**config.mk**
```make
export PLATFORM = sky130hd
export DESIGN_NAME = mpu_store_stream_flat
export DESIGN_NICKNAME = d
export VERILOG_FILES = /design/src/rtl/mpu_store_stream_if.sv /design/src/rtl/mpu_store_stream.sv /design/src/flat_wrapper.sv
export SDC_FILE = /design/constraint.sdc
export NUM_CORES = 1
export LEC_CHECK = 0
export BUFFER_PORTS_ARGS = -buffer_cell sky130_fd_sc_hd__buf_2
export CAP_MARGIN = 20
export CORE_UTILIZATION = 58
export CTS_BUF_LIST = sky130_fd_sc_hd__clkbuf_8 sky130_fd_sc_hd__clkbuf_16
export CTS_CLUSTER_SIZE = 14
export DETAILED_ROUTE_END_ITERATION = 7
export PLACE_DENSITY = 0.92
export SETUP_SLACK_MARGIN = 0.3
export SYNTH_ARGS = -nofsm -noshare
export SYNTH_HDL_FRONTEND = slang
export SYNTH_SLANG_ARGS = --single-unit
```
**constraint.sdc**
```tcl
create_clock -name clk -period 9.17 [get_ports clk]
set_input_delay 1.834 -clock clk [delete_from_list [all_inputs] [get_ports clk]]
set_output_delay 1.834 -clock clk [all_outputs]
set_load 0.05 [all_outputs]
```
**src/rtl/mpu_store_stream_if.sv**
```systemverilog
// Bundle of controller, register-file and memory-side signals for the matrix store streamer.
// The master modport is the store unit itself; slave is the surrounding environment.
interface mpu_store_stream_if #(
    parameter int DATA_W = 32,
    parameter int MAX_M  = 8,
    parameter int MAX_N  = 8,
    parameter int ADDR_W = 4
);
    localparam int M_W = $clog2(MAX_M + 1);
    localparam int N_W = $clog2(MAX_N + 1);

    // Controller side
    logic              store_req_in;
    logic              store_transpose_in;
    logic              store_ready_in;
    logic [M_W-1:0]    reg_m_store_size_in;
    logic [N_W-1:0]    reg_n_store_size_in;
    logic              store_busy_out;
    logic              store_done_out;

    // Register-file read path
    logic [DATA_W-1:0] reg_store_element_in;
    logic              reg_store_en_out;
    logic [M_W-1:0]    reg_i_store_loc_out;
    logic [N_W-1:0]    reg_j_store_loc_out;
    logic [ADDR_W-1:0] reg_store_addr_out;

    // Memory stream
    logic [ADDR_W-1:0] mem_store_addr_in;
    logic              mem_store_ready_in;
    logic              mem_store_en_out;
    logic [DATA_W-1:0] mem_store_element_out;
    logic              mem_store_last_out;
    logic [M_W-1:0]    mem_m_store_size_out;
    logic [N_W-1:0]    mem_n_store_size_out;

    modport master (
        input  store_req_in, store_transpose_in, store_ready_in,
        input  reg_m_store_size_in, reg_n_store_size_in, reg_store_element_in,
        input  mem_store_addr_in, mem_store_ready_in,
        output store_busy_out, store_done_out,
        output reg_store_en_out, reg_i_store_loc_out, reg_j_store_loc_out, reg_store_addr_out,
        output mem_store_en_out, mem_store_element_out, mem_store_last_out,
        output mem_m_store_size_out, mem_n_store_size_out
    );

    modport slave (
        output store_req_in, store_transpose_in, store_ready_in,
        output reg_m_store_size_in, reg_n_store_size_in, reg_store_element_in,
        output mem_store_addr_in, mem_store_ready_in,
        input  store_busy_out, store_done_out,
        input  reg_store_en_out, reg_i_store_loc_out, reg_j_store_loc_out, reg_store_addr_out,
        input  mem_store_en_out, mem_store_element_out, mem_store_last_out,
        input  mem_m_store_size_out, mem_n_store_size_out
    );
endinterface

```
**src/rtl/mpu_store_stream.sv**
```systemverilog
// Matrix store streamer: reads an MxN matrix from the register file (1-cycle read latency)
// and emits it to memory one element per beat through a 2-entry buffer with valid/ready.
module mpu_store_stream #(
    parameter int DATA_W = 32,
    parameter int MAX_M  = 8,
    parameter int MAX_N  = 8,
    parameter int ADDR_W = 4
) (
    input logic                clk,
    input logic                rst,
    mpu_store_stream_if.master bus
);
    localparam int M_W = $clog2(MAX_M + 1);
    localparam int N_W = $clog2(MAX_N + 1);

    localparam logic [1:0] IDLE    = 2'd0;
    localparam logic [1:0] REQUEST = 2'd1;
    localparam logic [1:0] STREAM  = 2'd2;
    localparam logic [1:0] DRAIN   = 2'd3;

    logic [1:0]        state, state_next;
    logic [M_W-1:0]    m_size, i_idx;
    logic [N_W-1:0]    n_size, j_idx;
    logic [ADDR_W-1:0] addr;
    logic              transpose;
    logic              in_flight, in_flight_last;
    logic              done, done_next;

    logic [DATA_W-1:0] fifo_data [2];
    logic              fifo_last [2];
    logic              rd_ptr, wr_ptr;
    logic [1:0]        count, count_next;

    logic start, zero_size, at_last, issue, push, pop;

    assign start     = (state == IDLE) && bus.store_req_in;
    assign zero_size = (bus.reg_m_store_size_in == '0) || (bus.reg_n_store_size_in == '0);
    assign at_last   = (i_idx == M_W'(m_size - 1'b1)) && (j_idx == N_W'(n_size - 1'b1));
    assign push      = in_flight;
    assign pop       = (count != 2'd0) && bus.mem_store_ready_in;

    // Read credit: at most two elements in flight or buffered, unless a beat leaves this cycle
    always_comb begin
        issue = 1'b0;
        if (state == STREAM) begin
            issue = ((2'(in_flight) + count) < 2'd2) || pop;
        end
        count_next = count + 2'(push) - 2'(pop);
    end

    // Next-state and completion pulse
    always_comb begin
        state_next = state;
        done_next  = 1'b0;
        case (state)
            IDLE: begin
                if (bus.store_req_in) begin
                    if (zero_size) done_next  = 1'b1;
                    else           state_next = REQUEST;
                end
            end
            REQUEST: if (bus.store_ready_in) state_next = STREAM;
            STREAM:  if (issue && at_last) state_next = DRAIN;
            DRAIN: begin
                // No reads are issued here, so only the buffer and the last return remain
                if (count_next == 2'd0 && !in_flight) begin
                    state_next = IDLE;
                    done_next  = 1'b1;
                end
            end
            default: state_next = IDLE;
        endcase
    end

    // Control state, request latches and index counters
    always_ff @(posedge clk or posedge rst) begin
        if (rst) begin
            state          <= IDLE;
            done           <= 1'b0;
            in_flight      <= 1'b0;
            in_flight_last <= 1'b0;
            m_size         <= '0;
            n_size         <= '0;
            addr           <= '0;
            transpose      <= 1'b0;
            i_idx          <= '0;
            j_idx          <= '0;
        end else begin
            state     <= state_next;
            done      <= done_next;
            in_flight <= issue;
            if (issue) in_flight_last <= at_last;
            if (start) begin
                m_size    <= bus.reg_m_store_size_in;
                n_size    <= bus.reg_n_store_size_in;
                addr      <= bus.mem_store_addr_in;
                transpose <= bus.store_transpose_in;
                i_idx     <= '0;
                j_idx     <= '0;
            end else if (issue && !at_last) begin
                // Counters hold at the final element so they never pass size-1
                if (!transpose) begin
                    if (j_idx == N_W'(n_size - 1'b1)) begin
                        j_idx <= '0;
                        i_idx <= i_idx + 1'b1;
                    end else begin
                        j_idx <= j_idx + 1'b1;
                    end
                end else begin
                    if (i_idx == M_W'(m_size - 1'b1)) begin
                        i_idx <= '0;
                        j_idx <= j_idx + 1'b1;
                    end else begin
                        i_idx <= i_idx + 1'b1;
                    end
                end
            end
        end
    end

    // Two-entry output buffer; returning read data is captured at the end of its cycle
    always_ff @(posedge clk or posedge rst) begin
        if (rst) begin
            for (int k = 0; k < 2; k++) begin
                fifo_data[k] <= '0;
                fifo_last[k] <= 1'b0;
            end
            rd_ptr <= 1'b0;
            wr_ptr <= 1'b0;
            count  <= 2'd0;
        end else begin
            if (push) begin
                fifo_data[wr_ptr] <= bus.reg_store_element_in;
                fifo_last[wr_ptr] <= in_flight_last;
                wr_ptr            <= ~wr_ptr;
            end
            if (pop) rd_ptr <= ~rd_ptr;
            count <= count_next;
        end
    end

    assign bus.reg_store_en_out      = issue;
    assign bus.reg_i_store_loc_out   = i_idx;
    assign bus.reg_j_store_loc_out   = j_idx;
    assign bus.reg_store_addr_out    = addr;
    assign bus.mem_store_en_out      = (count != 2'd0);
    assign bus.mem_store_element_out = fifo_data[rd_ptr];
    assign bus.mem_store_last_out    = (count != 2'd0) && fifo_last[rd_ptr];
    assign bus.mem_m_store_size_out  = m_size;
    assign bus.mem_n_store_size_out  = n_size;
    assign bus.store_busy_out        = (state != IDLE);
    assign bus.store_done_out        = done;
endmodule

```
**src/flat_wrapper.sv**
```systemverilog
// flat-port wrapper written by rule: the top's interface ports become plain ports
module mpu_store_stream_flat 
#(
    parameter int DATA_W = 32,
    parameter int MAX_M  = 8,
    parameter int MAX_N  = 8,
    parameter int ADDR_W = 4
)
  (clk, rst, bus_store_req_in, bus_store_transpose_in, bus_store_ready_in, bus_reg_m_store_size_in, bus_reg_n_store_size_in, bus_reg_store_element_in, bus_mem_store_addr_in, bus_mem_store_ready_in, bus_store_busy_out, bus_store_done_out, bus_reg_store_en_out, bus_reg_i_store_loc_out, bus_reg_j_store_loc_out, bus_reg_store_addr_out, bus_mem_store_en_out, bus_mem_store_element_out, bus_mem_store_last_out, bus_mem_m_store_size_out, bus_mem_n_store_size_out);
  mpu_store_stream_if #(.DATA_W(DATA_W), .MAX_M(MAX_M), .MAX_N(MAX_N), .ADDR_W(ADDR_W)) bus_i ();
  input logic clk;
  input logic rst;
  input wire logic [$bits(bus_i.store_req_in)-1:0] bus_store_req_in;
  input wire logic [$bits(bus_i.store_transpose_in)-1:0] bus_store_transpose_in;
  input wire logic [$bits(bus_i.store_ready_in)-1:0] bus_store_ready_in;
  input wire logic [$bits(bus_i.reg_m_store_size_in)-1:0] bus_reg_m_store_size_in;
  input wire logic [$bits(bus_i.reg_n_store_size_in)-1:0] bus_reg_n_store_size_in;
  input wire logic [$bits(bus_i.reg_store_element_in)-1:0] bus_reg_store_element_in;
  input wire logic [$bits(bus_i.mem_store_addr_in)-1:0] bus_mem_store_addr_in;
  input wire logic [$bits(bus_i.mem_store_ready_in)-1:0] bus_mem_store_ready_in;
  output wire logic [$bits(bus_i.store_busy_out)-1:0] bus_store_busy_out;
  output wire logic [$bits(bus_i.store_done_out)-1:0] bus_store_done_out;
  output wire logic [$bits(bus_i.reg_store_en_out)-1:0] bus_reg_store_en_out;
  output wire logic [$bits(bus_i.reg_i_store_loc_out)-1:0] bus_reg_i_store_loc_out;
  output wire logic [$bits(bus_i.reg_j_store_loc_out)-1:0] bus_reg_j_store_loc_out;
  output wire logic [$bits(bus_i.reg_store_addr_out)-1:0] bus_reg_store_addr_out;
  output wire logic [$bits(bus_i.mem_store_en_out)-1:0] bus_mem_store_en_out;
  output wire logic [$bits(bus_i.mem_store_element_out)-1:0] bus_mem_store_element_out;
  output wire logic [$bits(bus_i.mem_store_last_out)-1:0] bus_mem_store_last_out;
  output wire logic [$bits(bus_i.mem_m_store_size_out)-1:0] bus_mem_m_store_size_out;
  output wire logic [$bits(bus_i.mem_n_store_size_out)-1:0] bus_mem_n_store_size_out;
  assign bus_i.store_req_in = bus_store_req_in;
  assign bus_i.store_transpose_in = bus_store_transpose_in;
  assign bus_i.store_ready_in = bus_store_ready_in;
  assign bus_i.reg_m_store_size_in = bus_reg_m_store_size_in;
  assign bus_i.reg_n_store_size_in = bus_reg_n_store_size_in;
  assign bus_i.reg_store_element_in = bus_reg_store_element_in;
  assign bus_i.mem_store_addr_in = bus_mem_store_addr_in;
  assign bus_i.mem_store_ready_in = bus_mem_store_ready_in;
  assign bus_store_busy_out = bus_i.store_busy_out;
  assign bus_store_done_out = bus_i.store_done_out;
  assign bus_reg_store_en_out = bus_i.reg_store_en_out;
  assign bus_reg_i_store_loc_out = bus_i.reg_i_store_loc_out;
  assign bus_reg_j_store_loc_out = bus_i.reg_j_store_loc_out;
  assign bus_reg_store_addr_out = bus_i.reg_store_addr_out;
  assign bus_mem_store_en_out = bus_i.mem_store_en_out;
  assign bus_mem_store_element_out = bus_i.mem_store_element_out;
  assign bus_mem_store_last_out = bus_i.mem_store_last_out;
  assign bus_mem_m_store_size_out = bus_i.mem_m_store_size_out;
  assign bus_mem_n_store_size_out = bus_i.mem_n_store_size_out;
  mpu_store_stream #(.DATA_W(DATA_W), .MAX_M(MAX_M), .MAX_N(MAX_N), .ADDR_W(ADDR_W)) u_core (.clk(clk), .rst(rst), .bus(bus_i));
endmodule
```
==> qor.yml, run 1 <==
finish:
  nets: 495
  layout_common_cells: "mux2_2 (109), buf_2 (106), dfrtp_1 (96)"
  num_antenna_cells: 0
  layout-area-overhead-vs-synth_pct: 19.4
  layout_commonest_cell: "mux2_2"
  num-fill-cells: 505
  drive_gt1_share_pct: 54.2
placement:
  dp_hpwl_mm: 6.31
  gp_congestion: 0.778
  io_buffers: 106
timing:
  finClkSkew_ns: 0.0114
  fin_tns_setup_ns: 0
  timing.hold.ws_ns: 0.507
  max_freq_mhz: 211
  fin_crit_sh_pct: 51.6
  slew_violations: 0
  layout_min_cycle_time_ns: 4.73
  slew_headroom_pct: 34.5
  finalHoldViolations: 0
  tightest_slew_ns: 0.980
  setup_violations: 0
  rsz0062_at_grt: "no"
synthesis:
  synth_cells: 326
  syn-num-nets: 387
  yosys_warnings: 0
  synthDistinctLibCells: 38
  synth_seq_cells: 96
  avgSynthCellArea_um2: 13.7
  netlist_area_mm2: 0.00447
  ys_seq_area_share_pct: 53.8
routing:
  drc_errors: 0
  drt-pass1-iter-count: 5
  drt_iter0_markers: 79
  vias_per_cell: 5.49
  wire_per_inst_um: 16.3
  totalWireLength_mm: 8.78
  antenna_left: 0
  vias: 2955
grt:
  grt_usage_pct: 23.2
  grt_overflow_total: 0
  grt_start_max_net_pins: 53
  antenna_found_initial: 0
  grt_pass1_wl_mm: 14.9
  first_global_vias: 3119
clock_tree:
  cts_buffer_depth: 2
  cts_buffers: 9
  post_cts_buffers: 0
  cts.sinks: 96
  clk_pin_slew_ns: 0.10
  cts-root-buf: "clkbuf_8"
  post_cts_resized: 0
  ctsHoldBuffers: 0
  cts_tree: "yes"
  htreeDepth: 3
  worstSkewPairLatency_ns: 0.36
floorplanning:
  ios: 107
  die_y_um: 89.7
  core_area_mm2: 0.00733
  start_util_pct: 60.9
  num_rows: 31
  die_w_um: 89.7
  dieArea_mm2: 0.00805
worst_setup_path:
  endpoint_kind: "output pin"
  cp_max_fo: 4
  cp_slowest_cell: "a22oi_1"
  cp_cell_sequence: "buf_2 -> inv_1 -> a22oi_1 -> nand2_1 -> inv_1 -> buf_2"
  critPathKind: "in2out"
  crit_start: "bus_mem_store_ready_in"
  cp_slowest_stage_delay_ns: 0.32
  cp.arrival_ns: 2.90
  r2r_start: "u_core.count[1]"
  startpoint_type: "input pin"
  crit_required_ns: 7.34
min_path:
  worst_hold_path_type: "reg2reg"
  worstHoldStart: "u_core.fifo_data[25]"
job:
  cap_violations: 0
status:
  status: "finished, final reports clean"
-- registers in the layout, summed over array words and instances (netlist names) --
name and flops:
u_core.bus.store_done_out 1, u_core.count 2, u_core.bus.mem_m_store_size_out 4, u_core.fifo_last 2, u_core.wr_ptr 1, u_core.transpose 1
u_core.state 2, u_core.rd_ptr 1, u_core.in_flight 1, u_core.bus.mem_n_store_size_out 4, u_core.in_flight_last 1, u_core.bus.reg_store_addr_out 4
u_core.fifo_data 64, u_core.bus.reg_i_store_loc_out 4, u_core.bus.reg_j_store_loc_out 4
-- metal layers --
metal	global-route usage (%)	share of wire [%]	routed length (µm)
met5	0	0	0
met1	30.1	44	3840
met2	40.0	50	4410
met3	3.55	4.6	403
met4	7.79	1.4	125
-- Yosys cell counts, drive strengths merged --
cell | count | share of area (%)
a21boi | 1 | 0.17
nor3 | 4 | 0.45
or4 | 2 | 0.34
mux2 | 109 | 27
a222oi | 1 | 0.22
a211oi | 2 | 0.34
nor4b | 1 | 0.20
or3 | 1 | 0.14
o31a | 2 | 0.39
and4bb | 1 | 0.36
buf | 6 | 0.50
o21ai | 4 | 0.45
xor3 | 2 | 1.1
inv | 16 | 1.3
ha | 11 | 3.1
clkbuf | 6 | 0.50
a211o | 1 | 0.20
xnor3 | 1 | 0.50
a22oi | 1 | 0.17
xnor2 | 7 | 1.4
dfrtp | 96 | 54
a2111oi | 1 | 0.20
o21ba | 1 | 0.22
and2 | 1 | 0.14
mux2i | 2 | 0.45
nor2b | 2 | 0.28
a221o | 1 | 0.22
a22o | 4 | 0.78
nand2b | 3 | 0.42
nand4 | 1 | 0.14
and2b | 1 | 0.17
nor2 | 7 | 0.59
nor3b | 1 | 0.17
nand2 | 12 | 1.0
a21oi | 2 | 0.22
nand3 | 5 | 0.56
xor2 | 6 | 1.2
a21o | 1 | 0.17
-- layout make-up --
type	instances	area (µm²)	share of cell area [%]
Clock buffer	9	124	2.32
Clock inverter	7	104	1.95
Inverter	16	61.3	1.15
Multi-Input combinational cell	202	1970	36.9
Sequential cell	96	2400	45.0
Tap cell	99	124	2.32
Timing Repair Buffer	109	553	10.4
-- critical path, delay by kind of cell --
kind                   cells  cell delay (ns)
AND/OR/NAND/NOR            1             0.19
AO/OA/AOI/OAI              1             0.32
buffers and inverters      4             0.55
-- path summary, 6_finish.rpt --
path	depth (start not counted)	endpoint	slack [ns]
min in group asynchronous	2	u_core.fifo_data[29]	1.57
hold reg to reg	1	u_core.fifo_data[25]	0.51
max in group asynchronous	3	u_core.fifo_data[17]	6.47
setup reg to reg	8	u_core.state[1]	6.37
hold / removal	1	u_core.fifo_data[25]	0.51
setup / recovery	6	bus_reg_store_en_out	4.44
-- per-stage QoR --
step	utilization [%]	cells	instance area, µm²	worst slack [ns]
floorplan	-	326	4470	4.71
global placement	69.7	522	5110	4.51
detailed placement	69.7	522	5110	4.45
CTS	72.8	538	5330	4.44
global route	72.8	538	5330	4.37
finish	72.8	538	5330	4.44
-- cells by family (layout without fill, tap and decap cells) --
kind of cell	after synthesis	in the layout	synth area share, %
XOR/XNOR	16	16	4.12
AO/OA/AOI/OAI	22	22	3.75
buffers and inverters	28	141	2.35
AND/OR/NAND/NOR	42	42	4.96
multiplexers	111	111	27.9
flip-flops	96	96	53.8
adder cells (fa/ha/maj)	11	11	3.08
Power of run 1 is left out: the tool's default activity adds up to more than one toggle a clock period on the data nets, which glitch-free logic cannot reach.
==> run 2, diff against run 1 <==
--- a/config.mk
+++ b/config.mk
@@ -7,11 +7,11 @@
 export LEC_CHECK = 0
 export BUFFER_PORTS_ARGS = -buffer_cell sky130_fd_sc_hd__buf_2
 export CAP_MARGIN = 20
-export CORE_UTILIZATION = 58
+export CORE_UTILIZATION = 54
 export CTS_BUF_LIST = sky130_fd_sc_hd__clkbuf_8 sky130_fd_sc_hd__clkbuf_16
 export CTS_CLUSTER_SIZE = 14
 export DETAILED_ROUTE_END_ITERATION = 7
-export PLACE_DENSITY = 0.92
+export PLACE_DENSITY = 0.87
 export SETUP_SLACK_MARGIN = 0.3
 export SYNTH_ARGS = -nofsm -noshare
 export SYNTH_HDL_FRONTEND = slang
==> constraint.sdc (replaced) <==
create_clock -name clk -period 4.38 [get_ports clk]
set_input_delay 0.876 -clock clk [delete_from_list [all_inputs] [get_ports clk]]
set_output_delay 0.876 -clock clk [all_outputs]
set_load 0.05 [all_outputs]
==> qor.yml, run 2 (synthesis results as in run 1) <==
placement:
  dp_hpwl_mm: 6.27  # -0.70%
  io_buffers: 106  # unchanged
  gp_congestion: 0.762  # -2.1%
min_path:
  worst_hold_path_type: "reg2reg"
clock_tree:
  cts_buffer_depth: 2  # unchanged
  worstSkewPairLatency_ns: 0.36  # about the same
  cts-root-buf: "clkbuf_8"
  ctsHoldBuffers: 0  # unchanged
  htreeDepth: 3  # unchanged
  post_cts_buffers: 0  # unchanged
  post_cts_resized: 0  # unchanged
  cts_tree: "yes"
  cts_buffers: 9  # unchanged
  clk_pin_slew_ns: 0.09  # about the same
  cts.sinks: 96  # unchanged
worst_setup_path:
  worstSetupEndpoint: "bus_mem_store_element_out[12]"
  r2r_setup_slack_ns: 1.70  # -4.67 ns
  r2r_cells: 8  # unchanged
  cp.arrival_ns: 2.22  # -0.68 ns
  cp_max_fo: 18  # +14
  cp_slowest_cell: "dfrtp_1"
  r2r_start: "u_core.count[1]"
  critPathKind: "reg2out"
  cp_cell_sequence: "buf_4 -> mux2_2 -> buf_2"
  timing.rr.end: "u_core.state[1]"
  crit_start: "u_core.rd_ptr"
  endpoint_kind: "output pin"
  startpoint_type: "flip-flop"
  crit_required_ns: 3.50  # -3.84 ns
  cp_slowest_stage_delay_ns: 0.86  # +0.54 ns
floorplanning:
  start_util_pct: 56.9  # -4.0 points
  die_w_um: 92.9  # +3.6%
  die_y_um: 92.9  # +3.6%
  num_rows: 32  # +3.2%
  core_area_mm2: 0.00785  # +7.0%
  ios: 107  # unchanged
  dieArea_mm2: 0.00864  # +7.2%
timing:
  layout_min_cycle_time_ns: 3.09
  fin_tns_setup_ns: 0  # unchanged
  tightest_slew_ns: 1.00  # +0.0240 ns
  rsz0062_at_grt: "no"
  fin_crit_sh_pct: 70.6
  setup_violations: 0  # unchanged
  timing.hold.ws_ns: 0.508  # +0.000932 ns
  slew_headroom_pct: 32.9  # -1.6 points
  max_freq_mhz: 323
  finalHoldViolations: 0  # unchanged
  finClkSkew_ns: 0.0134  # +0.00201 ns
  slew_violations: 0  # unchanged
grt:
  antenna_found_initial: 0  # unchanged
  grt_usage_pct: 21.6  # -1.6 points
  grt_pass1_wl_mm: 14.3  # -4.3%
  grt_overflow_total: 0  # unchanged
  grt_start_max_net_pins: 51  # -3.8%
  first_global_vias: 2964  # -5.0%
routing:
  antenna_left: 0  # unchanged
  vias_per_cell: 5.39  # -1.9%
  wire_per_inst_um: 16.3  # about the same
  drc_errors: 0  # unchanged
  drt_iter0_markers: 74  # -6.3%
  totalWireLength_mm: 8.83  # +0.49%
  drt-pass1-iter-count: 4  # -1
  vias: 2916  # -1.3%
finish:
  drive_gt1_share_pct: 54.2  # unchanged
  top_register: "u_core.fifo_data"
  layout_commonest_cell: "mux2_2"
  layout-area-overhead-vs-synth_pct: 19.5  # about the same
  fin_util_pct: 68.0  # -4.8 points
  num_antenna_cells: 0  # unchanged
  layout_common_cells: "mux2_2 (109), buf_2 (106), dfrtp_1 (96)"
  nets: 495  # unchanged
  largest_reg_flops: 64  # unchanged
status:
  status: "finished, final reports clean"
job:
  cap_violations: 0  # unchanged
==> run 2: cell types whose count changed in the layout (fill, tap and decap cells not counted), sizes merged <==
cell	change
inv	+1
clkinvlp	-1
==> run 2: cell type report <==
| type | count | area, µm² |
|---|---|---|
| multi-input combinational | 202 | 1970 |
| clock buffer | 9 | 124 |
| tap | 102 | 128 |
| sequential | 96 | 2400 |
| clock inverter | 7 | 101 |
| fill | 615 | 2510 |
| inverter | 16 | 61.3 |
| timing repair buffer | 109 | 553 |
==> run 2: worst min path at each step <==
stage | from | end | slack [ns] | depth (start not counted)
4_1_cts | u_core.fifo_data[25] | u_core.fifo_data[25] | 0.51 | 1
6_report | u_core.fifo_data[25] | u_core.fifo_data[25] | 0.51 | 1
5_1_grt | u_core.fifo_data[7] | u_core.fifo_data[7] | 0.52 | 1
2_1_floorplan | u_core.in_flight_last | u_core.in_flight_last | 0.46 | 2
3_3_place_gp | u_core.fifo_data[31] | u_core.fifo_data[31] | 0.48 | 1
3_5_place_dp | u_core.fifo_data[12] | u_core.fifo_data[12] | 0.49 | 1
==> run 2: metrics by stage <==
| step | std cells | setup WS, ns | instance area, µm² |
|---|---|---|---|
| after global routing | 541 | 1.16 | 5340 |
| after CTS | 541 | 1.27 | 5340 |
| after detailed placement | 525 | 1.26 | 5110 |
| final | 541 | 1.29 | 5340 |
| after floorplan | 326 | 0.999 | 4470 |
| after global placement | 525 | 1.38 | 5110 |
==> run 2: layer usage <==
| metal | track usage (%) | vias to the layer above | share of wire (%) |
|---|---|---|---|
| li1 | - | 1365 | - |
| met1 | 27.1 | 1454 | 43 |
| met2 | 37.1 | 87 | 50 |
| met3 | 4.19 | 10 | 5.1 |
| met4 | 7.69 | 0 | 1.4 |
| met5 | 0 | - | 0 |
==> run 2: critical path, delay by kind of cell (launching register included) <==
kind | cells | cell delay [ns]
flip-flops | 1 | 0.86
buffers and inverters | 2 | 0.62
multiplexers | 1 | 0.38
Power of run 2 is left out for the same reason.
==> run 3, diff against run 2 <==
==> constraint.sdc (replaced) <==
create_clock -name clk -period 3.2 [get_ports clk]
set_input_delay 0.64 -clock clk [delete_from_list [all_inputs] [get_ports clk]]
set_output_delay 0.64 -clock clk [all_outputs]
set_load 0.05 [all_outputs]
==> qor.yml, run 3 (synthesis results as in run 1) <==
placement:
  gp_congestion: 0.778  # +2.1%
  placed_area_mm2: 0.00513  # +0.34%
  io_buffers: 106  # unchanged
  dp_hpwl_mm: 6.38  # +1.8%
timing:
  slew_headroom_pct: 31.9  # -1.0 points
  max_freq_mhz: 366
  fin_crit_sh_pct: 85.5
  tightest_slew_ns: 1.02  # +0.0149 ns
  rsz0062_at_grt: "no"
  setup_violations: 0  # unchanged
  slew_violations: 0  # unchanged
  layout_min_cycle_time_ns: 2.74
  fin_tns_setup_ns: 0  # unchanged
  finClkSkew_ns: 0.00799  # -0.00540 ns
  finalHoldViolations: 0  # unchanged
  timing.hold.ws_ns: 0.389  # -0.119 ns
clock_tree:
  cts_buffer_depth: 2  # unchanged
  ctsHoldBuffers: 0  # unchanged
  post_cts_buffers: 0  # unchanged
  htreeDepth: 3  # unchanged
  cts-root-buf: "clkbuf_8"
  worstSkewPairLatency_ns: 0.36  # about the same
  post_cts_resized: 0  # unchanged
  cts_tree: "yes"
  clk_pin_slew_ns: 0.10  # about the same
  cts.sinks: 96  # unchanged
  cts_buffers: 9  # unchanged
grt:
  grt_usage_pct: 21.8  # +0.26 points
  grt_pass1_wl_mm: 14.4  # +1.0%
  first_global_vias: 3093  # +4.4%
  antenna_found_initial: 0  # unchanged
  grt_overflow_total: 0  # unchanged
  grt_start_max_net_pins: 36  # -29%
worst_setup_path:
  crit_required_ns: 3.44  # -0.06 ns
  critPathKind: "reg2reg"
  r2r_cells: 8  # unchanged
  cp.arrival_ns: 2.98  # +0.76 ns
  endpoint_kind: "flip-flop"
  timing.rr.end: "u_core.state[1]"
  r2r_setup_slack_ns: 0.46  # -1.24 ns
  startpoint_type: "flip-flop"
  cp_max_fo: 4  # -14
  r2r_start: "u_core.count[1]"
routing:
  wire_per_inst_um: 16.4  # +0.26%
  antenna_left: 0  # unchanged
  drt-pass1-iter-count: 4  # unchanged
  vias: 2945  # +0.99%
  vias_per_cell: 5.42  # +0.62%
  drc_errors: 0  # unchanged
  drt_iter0_markers: 79  # +6.8%
  totalWireLength_mm: 8.88  # +0.63%
floorplanning:
  dieArea_mm2: 0.00864  # unchanged
  die_w_um: 92.9  # unchanged
  start_util_pct: 56.9  # unchanged
  num_rows: 32  # unchanged
  die_y_um: 92.9  # unchanged
  core_area_mm2: 0.00785  # unchanged
  ios: 107  # unchanged
finish:
  fin_util_pct: 68.1  # +0.11 points
  layout_commonest_cell: "mux2_2"
  num_antenna_cells: 0  # unchanged
  top_register: "u_core.fifo_data"
  final_area_mm2: 0.00534  # +0.16%
  layout-area-overhead-vs-synth_pct: 19.7
  nets: 497  # +0.40%
  drive_gt1_share_pct: 54.6  # +0.43 points
  layout_common_cells: "mux2_2 (109), buf_2 (106), dfrtp_1 (96)"
  largest_reg_flops: 64  # unchanged
status:
  status: "finished, final reports clean"
min_path:
  worst_hold_path_type: "in2async"
job:
  cap_violations: 0  # unchanged
run 3: cell type report:
cell class | count | area, µm²
fillers | 599 | 2500
flip-flops and latches | 96 | 2400
multi-input cells | 202 | 1970
repair buffers | 111 | 568
well taps | 102 | 128
clock buffers | 9 | 124
clock inverters | 7 | 87.6
inverters | 16 | 63.8
run 3: metrics by stage:
stage	cells	setup WS [ns]
floorplan	326	0.589
global placement	527	0.433
detailed placement	527	0.341
CTS	543	0.372
global route	543	0.334
finish	543	0.465
run 3: worst max path at each step:
stage / endpoint / depth (start not counted) / slack [ns] / from
floorplan: u_core.state[1] / 8 / 0.59 / bus_mem_store_ready_in
global placement: u_core.state[1] / 9 / 0.43 / bus_mem_store_ready_in
detailed placement: u_core.state[1] / 9 / 0.34 / bus_mem_store_ready_in
CTS: bus_reg_store_en_out / 6 / 0.37 / u_core.in_flight
global route: u_core.state[1] / 8 / 0.33 / u_core.count[1]
finish: u_core.state[1] / 8 / 0.46 / u_core.count[1]
run 3: worst max-delay path, cell delays in order (launching register included):
cell      delay, ns
dfrtp_1        0.42
nor2_1         0.26
nor2_1         0.12
ha_1           0.21
xor3_1         0.37
or3_1          0.33
a222oi_1       0.55
mux2i_1        0.27
nand3_1        0.09
run 3: per-layer routing:
metal / global-route usage (%) / up-vias / wire length (µm)
met5: 0 / - / 0
met2: 38.3 / 95 / 4440
met3: 5.58 / 12 / 484
met4: 5.00 / 0 / 64
li1: - / 1376 / -
met1: 27.0 / 1462 / 3900
Power of run 3 is left out for the same reason.
